## src/rtl/nibble_serializer_pkg.sv

```systemverilog
// Shared types and constants for the nibble serializer: FSM states, digit
// geometry and the digit value carried by the commit strobe.
package nibble_serializer_pkg;

  localparam int NUM_DIGITS = 8;
  localparam int DIGIT_W    = 4;
  localparam int DATA_W     = NUM_DIGITS * DIGIT_W;
  localparam int CNT_W      = 3;
  localparam int GAP_W      = 4;

  localparam logic [DIGIT_W-1:0] COMMIT_DIGIT = 4'h0;

  typedef enum logic [2:0] {
    IDLE,
    STROBE,
    GAP_WAIT,
    COMMIT,
    FINISH
  } state_t;

  function automatic logic [DIGIT_W-1:0] top_digit(input logic [DATA_W-1:0] word);
    return word[DATA_W-1 -: DIGIT_W];
  endfunction

endpackage

```

## src/rtl/nibble_serializer_if.sv

```systemverilog
// Load/data request side and digit-strobe/status side of the serializer.
interface nibble_serializer_if;
  import nibble_serializer_pkg::*;

  logic               Load;
  logic [DATA_W-1:0]  DataIn;
  logic               Ready;
  logic [DIGIT_W-1:0] DigitOut;
  logic               Submit;
  logic               Busy;
  logic               Done;

  modport master (
    output Load, DataIn,
    input  Ready, DigitOut, Submit, Busy, Done
  );

  modport slave (
    input  Load, DataIn,
    output Ready, DigitOut, Submit, Busy, Done
  );

endinterface

```

## src/rtl/nibble_serializer_gap_timer.sv

```systemverilog
// Down-counting gap timer: start loads the gap length, expire_o marks the
// last idle cycle so the FSM can leave the gap on the following edge.
module gap_timer
  import nibble_serializer_pkg::*;
(
  input  logic             Clk,
  input  logic             Reset,
  input  logic             start_i,
  input  logic [GAP_W-1:0] gap_i,
  output logic             expire_o
);

  logic [GAP_W-1:0] count_q, count_d;
  logic             active_q, active_d;

  always_comb begin
    count_d  = count_q;
    active_d = active_q;
    if (start_i) begin
      active_d = (gap_i != '0);
      count_d  = (gap_i == '0) ? '0 : gap_i - GAP_W'(1);
    end else if (active_q) begin
      if (count_q == '0) begin
        active_d = 1'b0;
      end else begin
        count_d = count_q - GAP_W'(1);
      end
    end
  end

  always_ff @(posedge Clk or posedge Reset) begin
    if (Reset) begin
      count_q  <= '0;
      active_q <= 1'b0;
    end else begin
      count_q  <= count_d;
      active_q <= active_d;
    end
  end

  assign expire_o = active_q && (count_q == '0);

endmodule

```

## src/rtl/nibble_serializer.sv

```systemverilog
// Transmit end of the digit-entry protocol: eight nibble strobes, MSB first,
// separated by GAP idle cycles, then one commit strobe and a Done pulse.
module nibble_serializer
  import nibble_serializer_pkg::*;
#(
  parameter int GAP = 3
) (
  input logic               Clk,
  input logic               Reset,
  nibble_serializer_if.slave bus
);

  localparam logic [GAP_W-1:0] GAP_L      = GAP_W'(GAP);
  localparam logic [CNT_W-1:0] LAST_DIGIT = CNT_W'(NUM_DIGITS - 1);

  state_t             state_q;
  logic [DATA_W-1:0]  shift_q;
  logic [CNT_W-1:0]   digit_cnt_q;
  logic [DIGIT_W-1:0] digit_q;
  logic               submit_q;
  logic               ready_q;
  logic               busy_q;
  logic               done_q;

  logic gap_start;
  logic gap_expire;

  assign gap_start = (state_q == STROBE) && (GAP_L != '0);

  gap_timer u_gap_timer (
    .Clk      (Clk),
    .Reset    (Reset),
    .start_i  (gap_start),
    .gap_i    (GAP_L),
    .expire_o (gap_expire)
  );

  always_ff @(posedge Clk or posedge Reset) begin
    if (Reset) begin
      state_q     <= IDLE;
      shift_q     <= '0;
      digit_cnt_q <= '0;
      digit_q     <= '0;
      submit_q    <= 1'b0;
      ready_q     <= 1'b1;
      busy_q      <= 1'b0;
      done_q      <= 1'b0;
    end else begin
      case (state_q)
        IDLE: begin
          if (bus.Load) begin
            shift_q     <= bus.DataIn;
            digit_q     <= top_digit(bus.DataIn);
            digit_cnt_q <= '0;
            submit_q    <= 1'b1;
            ready_q     <= 1'b0;
            busy_q      <= 1'b1;
            state_q     <= STROBE;
          end
        end
        STROBE: begin
          // The shift register always advances here, so the next digit sits on top.
          shift_q <= shift_q << DIGIT_W;
          if (GAP_L != '0) begin
            submit_q <= 1'b0;
            state_q  <= GAP_WAIT;
          end else if (digit_cnt_q == LAST_DIGIT) begin
            digit_q  <= COMMIT_DIGIT;
            submit_q <= 1'b1;
            state_q  <= COMMIT;
          end else begin
            digit_q     <= shift_q[DATA_W-DIGIT_W-1 -: DIGIT_W];
            digit_cnt_q <= digit_cnt_q + CNT_W'(1);
            submit_q    <= 1'b1;
            state_q     <= STROBE;
          end
        end
        GAP_WAIT: begin
          if (gap_expire) begin
            submit_q <= 1'b1;
            if (digit_cnt_q == LAST_DIGIT) begin
              digit_q <= COMMIT_DIGIT;
              state_q <= COMMIT;
            end else begin
              digit_q     <= top_digit(shift_q);
              digit_cnt_q <= digit_cnt_q + CNT_W'(1);
              state_q     <= STROBE;
            end
          end
        end
        COMMIT: begin
          submit_q    <= 1'b0;
          busy_q      <= 1'b0;
          done_q      <= 1'b1;
          digit_cnt_q <= '0;
          state_q     <= FINISH;
        end
        FINISH: begin
          done_q  <= 1'b0;
          ready_q <= 1'b1;
          state_q <= IDLE;
        end
        default: begin
          state_q <= IDLE;
        end
      endcase
    end
  end

  assign bus.Ready    = ready_q;
  assign bus.DigitOut = digit_q;
  assign bus.Submit   = submit_q;
  assign bus.Busy     = busy_q;
  assign bus.Done     = done_q;

endmodule

```

## src/flat_wrapper.sv

```systemverilog
// flat-port wrapper written by rule: the top's interface ports become plain ports
module nibble_serializer_flat import nibble_serializer_pkg::*;
#(
  parameter int GAP = 3
)
  (Clk, Reset, bus_Load, bus_DataIn, bus_Ready, bus_DigitOut, bus_Submit, bus_Busy, bus_Done);
  nibble_serializer_if bus_i ();
  input logic Clk;
  input logic Reset;
  input wire logic [$bits(bus_i.Load)-1:0] bus_Load;
  input wire logic [$bits(bus_i.DataIn)-1:0] bus_DataIn;
  output wire logic [$bits(bus_i.Ready)-1:0] bus_Ready;
  output wire logic [$bits(bus_i.DigitOut)-1:0] bus_DigitOut;
  output wire logic [$bits(bus_i.Submit)-1:0] bus_Submit;
  output wire logic [$bits(bus_i.Busy)-1:0] bus_Busy;
  output wire logic [$bits(bus_i.Done)-1:0] bus_Done;
  assign bus_i.Load = bus_Load;
  assign bus_i.DataIn = bus_DataIn;
  assign bus_Ready = bus_i.Ready;
  assign bus_DigitOut = bus_i.DigitOut;
  assign bus_Submit = bus_i.Submit;
  assign bus_Busy = bus_i.Busy;
  assign bus_Done = bus_i.Done;
  nibble_serializer #(.GAP(GAP)) u_core (.Clk(Clk), .Reset(Reset), .bus(bus_i));
endmodule
```

## config.mk

```make
export PLATFORM = sky130hd
export DESIGN_NAME = nibble_serializer_flat
export DESIGN_NICKNAME = d
export VERILOG_FILES = /design/src/rtl/nibble_serializer_pkg.sv /design/src/rtl/nibble_serializer_if.sv /design/src/rtl/nibble_serializer_gap_timer.sv /design/src/rtl/nibble_serializer.sv /design/src/flat_wrapper.sv
export SDC_FILE = /design/constraint.sdc
export NUM_CORES = 1
export LEC_CHECK = 0
export ABC_AREA = 1
export CORE_MARGIN = 10
export CORE_UTILIZATION = 25
export CTS_CLUSTER_DIAMETER = 30
export DETAILED_ROUTE_END_ITERATION = 10
export MAX_ROUTING_LAYER = met4
export PLACE_DENSITY_LB_ADDON = 0.12
export SLEW_MARGIN = 20
export SYNTH_ARGS = -nofsm -noshare
export SYNTH_HDL_FRONTEND = slang
export SYNTH_SLANG_ARGS = --single-unit
```

## constraint.sdc

```tcl
create_clock -name Clk -period 3.7 [get_ports Clk]
set_input_delay 0.74 -clock Clk [delete_from_list [all_inputs] [get_ports Clk]]
set_output_delay 0.74 -clock Clk [all_outputs]
set_load 0.05 [all_outputs]
```

==> key figures <==
Synthesis
  – Cell count after synthesis: 310
  – Post-Syn Area per Cell: 8.03 um2
  – Synth unique cells: 25
  – Yosys warns: 0
  – Mux cell area share after synthesis: 0
  – Most used DFF post-synth: dfrtp_1
  – Synth area leader: dfrtp_1
  – Synth top cells by count: nand2_1, o21ai_0, dfrtp_1, inv_1, nor2_1
  – Post-synthesis cell area: 2490 um2
  – Area share of the largest cell type after synthesis: 0.503
  – Synth Area in XOR/XNOR: 0
  – Post-synth EDFFs: 0
  – Post-synth ARST share: 1.00
  – Count leader, synth: nand2_1
  – Flops & latches, synth: 51
  – Net Count, Synth: 348
  – Sequential-to-total area share from yosys stat: 0.513
  – Main combinational cell family by area after synthesis: simple AND/OR/NAND/NOR gates
  – Adder-Cell Fraction of Synth Area: 0.0151
  – Ranking of synthesized cells by area: dfrtp_1, nand2_1, o21ai_0, inv_1, nand3_1
  – Synth Area in Simple Gates: 0.237
  – Compound-gate portion of the synthesized area: 0.143

Die
  – Die Height: 120 um
  – Die width: 120 um
  – I/O Pins: 43
  – Core region area: 9730 um2
  – Full die area: 14300 um2
  – Initial core utilization: 0.256
  – Row count: 36

CTS
  – Post-CTS Setup Inserts: 0
  – CTS clk-pin slew, worst paths: 0.09 ns
  – TritonCTS Buffers: 5
  – CTS tree: built
  – Max H-tree Level: 2
  – Insertion delay to the later sink of the worst-skew pair: 0.30 ns
  – Max clock buf depth: 2
  – CTS Root Cell: clkbuf_8
  – CTS Hold Buffers Added: 0
  – Clk sinks: 51
  – Post-CTS Resized: 0

Route
  – WL/cell: 11.5 um
  – DRC Markers: 0
  – Routed wire length: 5.56 mm
  – Vias: 1990
  – Met3 wire len: 153 um
  – Met2 Routed Length: 2.56 mm
  – Via density: 4.13
  – Top layer in use: met4
  – Initial DRC Count: 121
  – DRT met1 WL: 2.82 mm
  – Antenna Nets Post-Route: 0
  – DRT Pass-1 Iters: 4

Worst setup path
  – Worst stage delay on the critical path: 0.79 ns
  – Crit end category: output pin
  – Buf+Inv Stages, Crit Path: 1
  – Setup crit start kind: flip-flop
  – Crit path max-delay family: buffers and inverters
  – Critical-path top delay cell: clkdlybuf4s50_1
  – WP data arrival: 1.63 ns
  – CP Class: flip-flop to output pin
  – Worst Path Required: 2.96 ns
  – Cells along the critical path: clkdlybuf4s50_1
  – Crit Path Max Fanout: 2

Layout
  – Finished Cell Area: 3110 um2
  – Layout fillers: 1096
  – Storage element area: 1280 um2
  – Area growth, synth to finish: 24.8%
  – Diode count: 0
  – Multi-input gate area: 982 um2
  – Nets: 386
  – Layout cells sized above 1: 0.0544

Run
  – Max capacitance violation total: 0

STA
  – Max-Slew Margin vs Limit: 0.360
  – RSZ-0062 raised after global routing: false
  – Minimum clock period: 2.37 ns
  – Clock skew: 0.00969 ns
  – Final period utilization: 0.639
  – Fmax: 423 MHz
  – Final setup viols: 0
  – Max Slew Vio Count: 0
  – Worst-Margin Slew: 0.957 ns
  – Setup TNS Final: 0 ns
  – Final Hold Fails: 0

Global route
  – Total GRT Usage: 0.0806
  – Final global-route overflow total: 0
  – Vias in the first global route: 1991
  – Initial antenna violation count: 0
  – First-pass GRT wire length: 9.43 mm
  – Largest net degree at the start of global routing: 70

Power and ir drop
  – Peak VDD IR: 290 uV
  – PwrDens: 783 nW/um2
  – P_leak: 1.49 nW

Place
  – Placed Area: 3020 um2
  – DP Wirelength: 3.93 mm
  – GPL Wtd Cong: 0.748
  – Port bufs: 42

Hold path
  – Worst Hold Class: flip-flop to flip-flop

Run status
  – Status: completed
[kinds of logic (layout without fill, tap and decap cells)]
| family | Yosys count | count (layout) |
|---|---|---|
| fa+ha+maj | 3 | 3 |
| buf+inv | 54 | 93 |
| compound gates | 67 | 67 |
| simple gates | 135 | 135 |
| flops | 51 | 51 |
[per-stage QoR]
step / utilization / hold WS (ns) / std cells / setup slack (ns) / power, mW
after CTS: 0.319 / 0.489 / 482 / 1.31 / 2.49
after floorplan: - / 0.446 / 310 / 1.73 / 1.86
after global placement: 0.310 / 0.460 / 474 / 1.20 / 2.13
final: 0.319 / 0.482 / 482 / 1.33 / 2.43
after detailed placement: 0.310 / 0.466 / 474 / 1.16 / 2.14
after global routing: 0.319 / 0.507 / 482 / 1.03 / 2.69
[final cells by class]
cell class,count,share of cell area
clock buffer,6,0.0234
clock inverter,2,0.00564
inverter,41,0.0496
multi-input combinational,205,0.316
sequential,51,0.411
tap,133,0.0536
timing repair buffer,44,0.140
[sequential cells by signal (all words and copies together), names as in the netlist]
register	cells
u_core.shift_q	32
u_core.bus.DigitOut	4
u_core.u_gap_timer.count_q	4
u_core.digit_cnt_q	3
u_core.state_q	3
u_core.bus.Busy	1
u_core.bus.Done	1
u_core.bus.Ready	1
u_core.bus.Submit	1
u_core.u_gap_timer.active_q	1
[path summary, 6_finish.rpt]
check | endpoint | slack (ns) | start | depth (start not counted)
min reg2reg | u_core.bus.DigitOut[2] | 0.48 | u_core.bus.DigitOut[2] | 2
max | bus_Ready | 1.33 | u_core.bus.Ready | 1
max in group asynchronous | u_core.shift_q[23] | 2.14 | Reset | 3
min in group asynchronous | u_core.shift_q[2] | 0.82 | Reset | 2
max reg2reg | u_core.shift_q[11] | 1.35 | u_core.state_q[1] | 6
min | u_core.bus.DigitOut[2] | 0.48 | u_core.bus.DigitOut[2] | 2
[power breakdown]
group	switching [mW]	total [mW]	internal (mW)
clock network	0.189	0.325	0.136
logic	0.790	1.18	0.387
registers	0.110	0.930	0.820
[routing by layer]
layer / global-route usage / vias up
met5: - / -
met2: 0.124 / 33
met4: 0.0181 / 0
li1: - / 1056
met1: 0.105 / 899
met3: 0.0197 / 2
[cell usage in the layout (no fill, tap or decap), types with 2 or more instances in the layout]
master           Yosys  layout
nand2_2              2       2
inv_2                1       2
a21oi_1              4       4
dfrtp_1             50      50
nand2_1             91      91
inv_1               40      39
o21ai_0             58      58
nor2_1              17      17
nand3_1             15      15
clkdlybuf4s50_1      0      42
clkbuf_8             0       5
ha_1                 3       3
o21a_1               2       2
buf_4                0       2
clkinv_4             0       2
nand4_1              3       3
nand3_4              2       2
No activity file was read; power rests on OpenSTA's default activity.
==> variant 1 (same settings) <==
Change the package constant `DIGIT_W` from 4 to 3.
--- a/src/rtl/nibble_serializer_pkg.sv
+++ b/src/rtl/nibble_serializer_pkg.sv
@@ -3,7 +3,7 @@
 package nibble_serializer_pkg;
 
   localparam int NUM_DIGITS = 8;
-  localparam int DIGIT_W    = 4;
+  localparam int DIGIT_W    = 3;
   localparam int DATA_W     = NUM_DIGITS * DIGIT_W;
   localparam int CNT_W      = 3;
   localparam int GAP_W      = 4;
Ports: changed (resized bus_DataIn and bus_DigitOut); port bits go from 43 to 34. The function was not compared with the original's and may differ.
==> variant 1 against the unedited design <==
- final cell count down 18%
- worst setup slack worse by 55 ps
- area after synthesis fell by 17%
- sequential cell count decreased by 9
- die area is 14% lower
- largest cell class unchanged
- critical path depth rose by 5
- cell area is 18% lower
- wire length decreased by 18%
Power is not compared: it rests on default switching activity, and its combinational part moved more than twofold at a synthesized area within 25%.
==> variant 1: results (changes against the unedited design) <==
[run_status]
status=completed

[detailed_routing]
drtIter0Drc=58  ; -52%
viasPerCell=4.216  ; +2.1%
routedWlPerCell_um=11.65  ; +0.96%

[synth]
synthTopCellsByCount=nand2_1, dfrtp_1, inv_1
seq_area_frac_synth=0.5066  ; -0.006697
synth_top_area_share=0.4940  ; -0.008789
ys_top_cells_by_area=dfrtp_1, nand2_1, o21ai_0
syn_nets=286  ; -18%

[finish]
nNetsFinal=318  ; -18%

[worst_setup_path]
critPathKind=reg2reg
r2r_setup_slack_ps=1280  ; -70 ps
cp_max_fo=53  ; +51
endpoint=u_core.shift_q[0]$_DFFE_PP0P_
cpLargestDelayFamily=simple AND/OR/NAND/NOR gates
critPathArrivalTime_ps=2630  ; +1000 ps
cpMaxStageDelayCell=nand2_1

[place]
placed_area_um2=2477  ; -18%
routabilityCongestion=0.7689  ; +2.8%
hpwlAfterDp_um=3221  ; -18%

[sta]
fin_skew_ps=3.369  ; -6.324 ps
slew_headroom=0.6230  ; +0.2632

[grt]
grt_first_pass_wirelength_um=7969  ; -15%
grt_usage=0.07749  ; -0.003142
grt_max_degree=54  ; -23%
grt_pass1_vias=1632  ; -18%

-- variant 1: layout make-up --
| type | instances | area (µm²) |
|---|---|---|
| Clock buffer | 7 | 76.32 |
| Fill cell | 903 | 5580 |
| Inverter | 35 | 131.4 |
| Multi-Input combinational cell | 169 | 817.0 |
| Sequential cell | 42 | 1052 |
| Tap cell | 105 | 131.4 |
| Timing Repair Buffer | 35 | 345.3 |
-- variant 1: layer usage --
metal  vias to the layer above  track usage  part of all wire
li1                        875            -                 -
met1                       743       0.1058              0.53
met2                        32       0.1057              0.42
met3                         7      0.02273             0.040
met4                         0      0.02571            0.0094
met5                         -            -                 0
-- variant 1: worst min-delay path by stage --
stage | startpoint | to | slack (ps) | cells past startpoint
2_1_floorplan | u_core.digit_cnt_q[1]$_DFFE_PP0P_ | u_core.digit_cnt_q[1]$_DFFE_PP0P_ | 450 | 2
3_3_place_gp | u_core.bus.Submit$_DFFE_PP0P_ | u_core.bus.Submit$_DFFE_PP0P_ | 460 | 2
3_5_place_dp | u_core.digit_cnt_q[1]$_DFFE_PP0P_ | u_core.digit_cnt_q[1]$_DFFE_PP0P_ | 470 | 2
4_1_cts | u_core.digit_cnt_q[1]$_DFFE_PP0P_ | u_core.digit_cnt_q[1]$_DFFE_PP0P_ | 490 | 2
5_1_grt | u_core.digit_cnt_q[1]$_DFFE_PP0P_ | u_core.digit_cnt_q[1]$_DFFE_PP0P_ | 500 | 2
6_report | u_core.bus.Submit$_DFFE_PP0P_ | u_core.bus.Submit$_DFFE_PP0P_ | 480 | 2
-- variant 1: worst register-to-register path, stage by stage (launching register included) --
cell and delay [ps]:
dfrtp_1 430, inv_1 200, nand3_4 440, nand2_1 640
buf_4 410, nand3_1 120, o21ai_0 100
-- variant 1: cell families (layout without fill, tap and decap cells) --
group,after synthesis,count (layout),share of synthesized area
simple gates,113,113,0.2386
buf+inv,45,77,0.1000
compound gates,53,53,0.1367
flops,42,42,0.5066
fa+ha+maj,3,3,0.01807
-- variant 1: per-stage QoR --
stage	std cells	hold slack (ps)	setup slack [ps]
finish	393	483.1	1279
global route	393	499.2	967.9
CTS	393	486.8	1239
detailed placement	386	466.2	1179
global placement	386	461.8	1230
floorplan	256	445.9	1987
-- variant 1: report_power, final --
part | total (µW) | internal [µW] | switching, µW | leakage [µW]
logic | 50.5 | 30.1 | 20.4 | 0.000771
registers | 459 | 459 | 0 | 0.000468
clock network | 283 | 130 | 153 | 0.0000383
==> variant 2 (same settings) <==
Made on the original files. The 5 states of `state_t` get a one-hot encoding in 5 bits.
--- a/src/rtl/nibble_serializer_pkg.sv
+++ b/src/rtl/nibble_serializer_pkg.sv
@@ -10,12 +10,12 @@
 
   localparam logic [DIGIT_W-1:0] COMMIT_DIGIT = 4'h0;
 
-  typedef enum logic [2:0] {
-    IDLE,
-    STROBE,
-    GAP_WAIT,
-    COMMIT,
-    FINISH
+  typedef enum logic [4:0] {
+    IDLE     = 5'b00001,
+    STROBE   = 5'b00010,
+    GAP_WAIT = 5'b00100,
+    COMMIT   = 5'b01000,
+    FINISH   = 5'b10000
   } state_t;
 
   function automatic logic [DIGIT_W-1:0] top_digit(input logic [DATA_W-1:0] word);
Formal check against the unedited RTL: no difference found for any inputs over 10 cycles, from zero or initial values and one cycle with Reset high; not proved beyond that.
==> variant 2 against the unedited design <==
- sequential cell count grew 2
- hold slack gained 2.4 ps
- first-iteration DRC count shrank 26%
- highest routed layer unchanged
- register-to-register slack gained 500 ps
- die area shrank 2.7%
- area after synthesis shrank 3.2%
- via count shrank 4.8%
- critical path type unchanged
- wire length grew 6.0%
- total power grew 1.8%
- non-clock buffer count grew 1
- worst setup slack lost 22 ps
- cell area shrank 1.1%
==> variant 2: results (changes against the unedited design) <==
[synth]
syn_nets=309  ; -11%
synth.distinct_cells=26  ; +4.0%
syn_inst=271  ; -13%
synth_ff_type=dfrtp_1
synth_compound_area_frac=0.1226  ; -0.02019
async_flop_share=1.000  ; unchanged
muxShareOfSynthArea=0  ; unchanged
synthTopCellsByCount=nor2_1, dfrtp_1, nand2_1
synth_xor_area_frac=0  ; unchanged
seq_area_frac_synth=0.5517  ; +0.03837
synthAdderAreaFrac=0.01558  ; +0.0005015
ys_top_cells_by_area=dfrtp_1, nor2_1, o22ai_1

[worst_setup_path]
rr_worst_depth=7  ; +1
r2r_setup_slack_ps=1850  ; +500 ps
reg2reg_from=u_core.state_q[0]$_DFFE_PP1P_
worst_r2r_endpoint=u_core.shift_q[2]$_DFFE_PP0P_
cpLargestDelayFamily=buffers and inverters
cp_max_fo=2  ; unchanged
crit_start=u_core.bus.Ready$_DFFE_PP1P_
cp_slowest_stage_delay_ps=800
critPathArrivalTime_ps=1650  ; +20 ps

[pwr]
p_leak_uw=0.001389  ; -6.8%
clkPwrFrac=0.188  ; +0.054
sw_frac_of_total=0.4037  ; -0.04390
ir_drop_mv=0.2874  ; -0.77%
combinationalPowerShare=0.417  ; -0.067

[place]
hpwlAfterDp_um=4058  ; +3.3%
routabilityCongestion=0.7667  ; +2.5%
dp.cells=434  ; -8.4%
numPortBuffers=42  ; unchanged

[grt]
grt_first_pass_wirelength_um=10030  ; +6.4%
grt_pass1_vias=1975  ; -0.80%
grt_usage=0.08865  ; +0.008024
grt_max_degree=41  ; -41%
met1_usage=0.1216  ; +0.01695
grt_use_met2=0.1266  ; +0.002080
met3_usage=0.02189  ; +0.002204

[finish]
nFillCells=989  ; -9.8%
finalNonFillerCells=442  ; -8.3%
final_layout_size_suffix_gt1_frac=0.09904  ; +0.04460
nNetsFinal=350  ; -9.3%

[min_path]
hold_end=u_core.bus.Ready$_DFFE_PP1P_
hp-start=u_core.bus.Ready$_DFFE_PP1P_
hold_path.class=reg2reg

[sta]
setup_ws_ps=1312  ; -22.22 ps
slew_violations=0  ; unchanged
fin_skew_ps=3.824  ; -5.869 ps
worst_slew_pin_slew_ps=679.4  ; -277.5 ps

[cts]
htreeDepth=2  ; unchanged
clockBufferDepth=2  ; unchanged
cts_resized=0  ; unchanged
clk_latency_ps=300  ; about the same
clk_pin_slew_ps=100

[detailed_routing]
routed_wl_um=5895  ; +6.0%
drtIter0Drc=89  ; -26%
viasPerCell=4.287  ; +3.8%
dr.pass1.iters=4  ; unchanged

[run_status]
status=completed

## variant 2: cell type report
type / count / area, µm² / area share
multi-input combinational: 184 / 917.1 / 0.2987
clock buffer: 5 / 68.82 / 0.02241
tap: 129 / 161.4 / 0.05257
timing repair buffer: 45 / 442.9 / 0.1443
inverter: 23 / 86.33 / 0.02812
sequential: 53 / 1329 / 0.4328
clock inverter: 3 / 65.06 / 0.02119
## variant 2: metrics by stage
stage          area (µm²)  hold slack, ps  power (µW)
3_5_place_dp         2937           464.9        2038
5_1_grt              3070           498.9        2697
2_1_floorplan        2409           449.4        1790
3_3_place_gp         2937           453.9        2027
4_1_cts              3070           490.7        2518
6_report             3070           484.4        2474
## variant 2: per-layer routing
layer | part of all wire | wire length [µm]
met1 | 0.50 | 2971
met2 | 0.45 | 2651
met3 | 0.039 | 231
met4 | 0.0068 | 40
met5 | 0 | 0
## variant 2: tightest hold or removal path: cells and delay by family (launching register included)
kind | cells | cell delay [ps]
DFF | 1 | 380
and+or+nand+nor | 2 | 100
